[src/rtl/fir_tap_loader.sv]
// Sample loader ahead of the FIR core: synchronises the pin strobe, shifts the
// 5-tap delay line, and sequences one start/sweep/wait pass for each sample.
module fir_tap_loader #(
  parameter int DATA_W  = 8,
  parameter int TAPS    = 5,
  parameter int TIMEOUT = 255
) (
  input  logic              clk,
  input  logic              rst,
  input  logic              in_strobe,
  input  logic [DATA_W-1:0] in_data,
  input  logic              done,
  output logic [DATA_W-1:0] tap_0,
  output logic [DATA_W-1:0] tap_1,
  output logic [DATA_W-1:0] tap_2,
  output logic [DATA_W-1:0] tap_3,
  output logic [DATA_W-1:0] tap_4,
  output logic [DATA_W-1:0] x_dat,
  output logic              start,
  output logic [2:0]        sel,
  output logic              sel_valid,
  output logic              busy,
  output logic              overrun,
  output logic              timeout,
  output logic [7:0]        drop_cnt
);

  localparam int CNT_W = $clog2(TIMEOUT + 1);

  typedef enum logic [1:0] {IDLE, START, SCAN, WAIT} state_t;

  state_t                   state_reg, state_next;
  logic                     s1_reg, s2_reg, s3_reg;
  logic                     strobe_edge;
  logic [TAPS*DATA_W-1:0]   line_reg;
  logic [DATA_W-1:0]        x_dat_reg;
  logic [2:0]               sel_reg, sel_next;
  logic [CNT_W-1:0]         wait_cnt_reg, wait_cnt_next;
  logic                     timeout_reg, timeout_next;
  logic                     overrun_reg;
  logic [7:0]               drop_cnt_reg;
  logic                     accept;
  logic [DATA_W-1:0]        tap_w [TAPS];

  // s1 is the metastability catcher; the edge is taken between s2 and s3
  always_ff @(posedge clk) begin
    if (rst) begin
      s1_reg <= 1'b0;
      s2_reg <= 1'b0;
      s3_reg <= 1'b0;
    end else begin
      s1_reg <= in_strobe;
      s2_reg <= s1_reg;
      s3_reg <= s2_reg;
    end
  end

  assign strobe_edge = s2_reg & ~s3_reg;

  always_ff @(posedge clk) begin
    if (rst) begin
      state_reg    <= IDLE;
      sel_reg      <= 3'd0;
      wait_cnt_reg <= '0;
      timeout_reg  <= 1'b0;
    end else begin
      state_reg    <= state_next;
      sel_reg      <= sel_next;
      wait_cnt_reg <= wait_cnt_next;
      timeout_reg  <= timeout_next;
    end
  end

  always_comb begin
    state_next    = state_reg;
    sel_next      = sel_reg;
    wait_cnt_next = wait_cnt_reg;
    timeout_next  = timeout_reg;
    start         = 1'b0;
    sel_valid     = 1'b0;
    accept        = 1'b0;
    case (state_reg)
      IDLE: begin
        if (strobe_edge) begin
          accept     = 1'b1;
          state_next = START;
        end
      end
      START: begin
        start      = 1'b1;
        sel_next   = 3'd0;
        state_next = SCAN;
      end
      SCAN: begin
        sel_valid = 1'b1;
        if (sel_reg == 3'(TAPS - 1)) begin
          sel_next      = 3'd0;
          wait_cnt_next = '0;
          state_next    = WAIT;
        end else begin
          sel_next = sel_reg + 3'd1;
        end
      end
      WAIT: begin
        // wait_cnt counts WAIT cycles already spent; abort on the last allowed one
        if (done) begin
          state_next = IDLE;
        end else if (wait_cnt_reg == CNT_W'(TIMEOUT - 1)) begin
          timeout_next = 1'b1;
          state_next   = IDLE;
        end else begin
          wait_cnt_next = wait_cnt_reg + CNT_W'(1);
        end
      end
      default: state_next = IDLE;
    endcase
  end

  // Delay line packed newest-first: lowest slice is tap_0
  always_ff @(posedge clk) begin
    if (rst) begin
      line_reg  <= '0;
      x_dat_reg <= '0;
    end else if (accept) begin
      line_reg  <= {line_reg[(TAPS-1)*DATA_W-1:0], in_data};
      x_dat_reg <= in_data;
    end
  end

  always_ff @(posedge clk) begin
    if (rst) begin
      overrun_reg  <= 1'b0;
      drop_cnt_reg <= 8'd0;
    end else if (strobe_edge && state_reg != IDLE) begin
      overrun_reg <= 1'b1;
      if (drop_cnt_reg != 8'hFF) begin
        drop_cnt_reg <= drop_cnt_reg + 8'd1;
      end
    end
  end

  generate
    for (genvar gi = 0; gi < TAPS; gi++) begin : g_tap
      assign tap_w[gi] = line_reg[gi*DATA_W +: DATA_W];
    end
  endgenerate

  assign tap_0     = tap_w[0];
  assign tap_1     = tap_w[1];
  assign tap_2     = tap_w[2];
  assign tap_3     = tap_w[3];
  assign tap_4     = tap_w[4];
  assign x_dat     = x_dat_reg;
  assign sel       = sel_reg;
  assign busy      = (state_reg != IDLE);
  assign overrun   = overrun_reg;
  assign timeout   = timeout_reg;
  assign drop_cnt  = drop_cnt_reg;

endmodule

[config.mk]
export PLATFORM = sky130hd
export DESIGN_NAME = fir_tap_loader
export DESIGN_NICKNAME = d
export VERILOG_FILES = /design/src/rtl/fir_tap_loader.sv
export SDC_FILE = /design/constraint.sdc
export NUM_CORES = 1
export LEC_CHECK = 0
export ABC_AREA = 1
export CELL_PAD_IN_SITES_DETAIL_PLACEMENT = 1
export CELL_PAD_IN_SITES_GLOBAL_PLACEMENT = 1
export CORE_ASPECT_RATIO = 1.2
export CORE_MARGIN = 8
export CORE_UTILIZATION = 35
export DETAILED_ROUTE_END_ITERATION = 12
export HOLD_SLACK_MARGIN = 0.03
export PLACE_DENSITY = 0.79
export SYNTH_ARGS = -nofsm -noshare
export SYNTH_HDL_FRONTEND = slang
export SYNTH_SLANG_ARGS = --single-unit
[constraint.sdc]
create_clock -name clk -period 2.1 [get_ports clk]
set_input_delay 0.315 -clock clk [delete_from_list [all_inputs] [get_ports clk]]
set_output_delay 0.315 -clock clk [all_outputs]
set_load 0.1 [all_outputs]
==> results.sh <==
export IMPL_status="finished, final reports clean"
export IMPL_post_route_drc_count=0
export IMPL_die_x_um=99.6
export IMPL_drt_pass1_iter_count=4
export IMPL_min_from="rst"
export IMPL_cts_buffer_depth=2
export IMPL_rsz0062_at_grt="false"
export IMPL_cp_required_ns=1.78
export IMPL_r2r_end="wait_cnt_reg[0]"
export IMPL_ir_worst_vdd_mv=0.819
export IMPL_synthFlopType="dfxtp_1"
export IMPL_cts_buffers=9
export IMPL_final_cells=572
export IMPL_fmax_ghz=0.579
export IMPL_drive_gt1_share_pct=22.5
export IMPL_critPathCaptureType="primary output"
export IMPL_min_path_cells=2
export IMPL_cts_root_buf="clkbuf_8"
export IMPL_antenna_found_initial=0
export IMPL_crit_arrival_ns=1.41
export IMPL_grt_max_degree=41
export IMPL_yosysSeqAreaShare_pct=45.0
export IMPL_fin_crit_sh_pct=82.2
export IMPL_avgSynthCellArea_um2=7.53
export IMPL_tns_ns=0
export IMPL_slew_headroom_pct=62.8
export IMPL_nNetsFinal=476
export IMPL_power_density_nw_per_um2=1090
export IMPL_pre_cts_ws_ns=0.414
export IMPL_max_cap_violations=0
export IMPL_io_pins=76
export IMPL_r2r_start="state_reg[0]"
export IMPL_groute_usage_overall_pct=15.0
export IMPL_largest_reg_flops=40
export IMPL_vias_per_cell=4.95
export IMPL_p_leak_nw=1.53
export IMPL_numPortBuffers=75
export IMPL_routed_wl_mm=8.56
export IMPL_ctsResizeCount=0
export IMPL_holdPathEnd="wait_cnt_reg[2]"
export IMPL_cts_max_level=3
export IMPL_fin_util_pct=47.1
export IMPL_layout_commonest_cell="nand2_1"
export IMPL_start_kind="flop"
export IMPL_worst_slack_ns=0.374
export IMPL_via_count=2829
export IMPL_synth_warnings=0
export IMPL_syn2layout_area_growth_pct=30.7
export IMPL_synthCells=390
export IMPL_hp_class="input pin to flop"
export IMPL_synthesis_area_um2=2940
export IMPL_clock_latency_ns=0.34
export IMPL_place_inst=556
export IMPL_core_um2=8150
export IMPL_crit_type="flop to primary output"
export IMPL_cp_max_fo=5
export IMPL_grt_use_met1_pct=18.0
export IMPL_finalPower_mw=4.20
export IMPL_die_area_um2=11600
export IMPL_cts_sinks=66
export IMPL_hpwl_mm=6.07
export IMPL_fin_crit_ns=1.73
export IMPL_die_h_um=116
export IMPL_start_util_pct=36.0
export IMPL_use_met3_pct=3.28
export IMPL_wl_per_cell_um=15.0
export IMPL_drtAntennaViolNets=0
export IMPL_cts_setup_buffers=0
export IMPL_setup_viol=0
export IMPL_gp_congestion=0.758
export IMPL_layout_common_cells="84 x nand2_1, 68 x buf_4, 65 x dfxtp_1, 60 x nand3_1, 50 x a21oi_1"
export IMPL_grt_overflow_total=0
export IMPL_grt_util_met2_pct=25.7
export IMPL_rows=36
export IMPL_cts_clk_slew_worst_paths_ns=0.07
export IMPL_cts_hold_buf=0
export IMPL_skew_ns=0.0129
export IMPL_worst_pin_slew_ns=0.557
export IMPL_yosysUniqueCellTypes=27
export IMPL_worstRegToRegCells=8
export IMPL_ys_seq_elements=66
export IMPL_diodes=0
export IMPL_grt_busiest_layer="met2"
export IMPL_hold_viol=0
export IMPL_r2r_slack_ns=0.41
export IMPL_postSynth_asyncResetShare_pct=0
export IMPL_grt_first_pass_wirelength_mm=14.3
export IMPL_slew_violations=0
export IMPL_synth_edf_count=0
export IMPL_synth_nets=413
export IMPL_cts_tree="done"
export IMPL_grt_pass1_vias=2943
export IMPL_drtIter0Drc=134
-- where the power goes --
part           switching (mW)  internal (mW)
registers              0.0925           1.34
logic                    1.07          0.363
clock network           0.506          0.824
total                    1.67           2.53
-- per-layer routing --
metal  vias to the layer above  part of all wire [%]
met2                        55                    50
met3                        10                   4.7
li1                       1396                     -
met1                      1368                    44
met5                         -                     0
met4                         0                   1.4
-- logic make-up (layout without fill, tap and decap cells) --
kind of cell | count (synthesis) | in the layout | synth area share [%]
XOR/XNOR | 2 | 2 | 0.597
adder cells (fa/ha/maj) | 11 | 11 | 4.69
AND/OR/NAND/NOR | 193 | 193 | 29.5
buffers and inverters | 54 | 122 | 8.52
AO/OA/AOI/OAI | 64 | 64 | 11.7
flip-flops | 66 | 66 | 45.0
-- worst max-delay path by stage --
stage / startpoint / endpoint / cells past startpoint / slack (ns)
2_1_floorplan: drop_cnt[1] / drop_cnt[7] / 8 / 0.02
3_3_place_gp: state_reg[0] / wait_cnt_reg[7] / 7 / 0.53
3_5_place_dp: state_reg[0] / drop_cnt[7] / 8 / 0.41
4_1_cts: state_reg[1] / busy / 4 / 0.36
5_1_grt: state_reg[0] / wait_cnt_reg[7] / 8 / 0.24
6_report: state_reg[1] / busy / 4 / 0.37
-- metrics by stage --
step	area, µm²	hold slack, ns
after floorplan	2940	0.388
after global placement	3590	0.420
after detailed placement	3590	0.416
after CTS	3840	0.304
after global routing	3840	0.339
final	3840	0.315
-- final cells by class --
| class | count | area (µm²) |
|---|---|---|
| fillers | 1000 | 4320 |
| inverters | 25 | 93.8 |
| well taps | 114 | 143 |
| clock inverters | 6 | 111 |
| clock buffers | 10 | 138 |
| multi-input cells | 270 | 1370 |
| flip-flops and latches | 66 | 1320 |
| repair buffers | 81 | 656 |
-- critical path: stages, from the launching register on --
cell	delay [ns]
dfxtp_1	0.41
inv_1	0.11
ha_2	0.22
inv_1	0.15
buf_12	0.19
-- synthesized netlist by cell type (3+ instances only) --
library cell	count	area [µm²]
nand2_1	84	315
dfxtp_1	66	1320
nand3_1	60	300
a21oi_1	50	250
nor2_1	29	109
inv_1	25	93.8
clkbuf_1	14	52.6
ha_1	11	138
buf_4	9	67.6
buf_2	5	25.0
nor3_1	5	25.0
nand2_2	4	25.0
o21a_1	4	30.0
nand4_1	3	18.8
nor2_2	3	18.8
o21ai_0	3	15.0
Power figures use the tool's default switching activity.
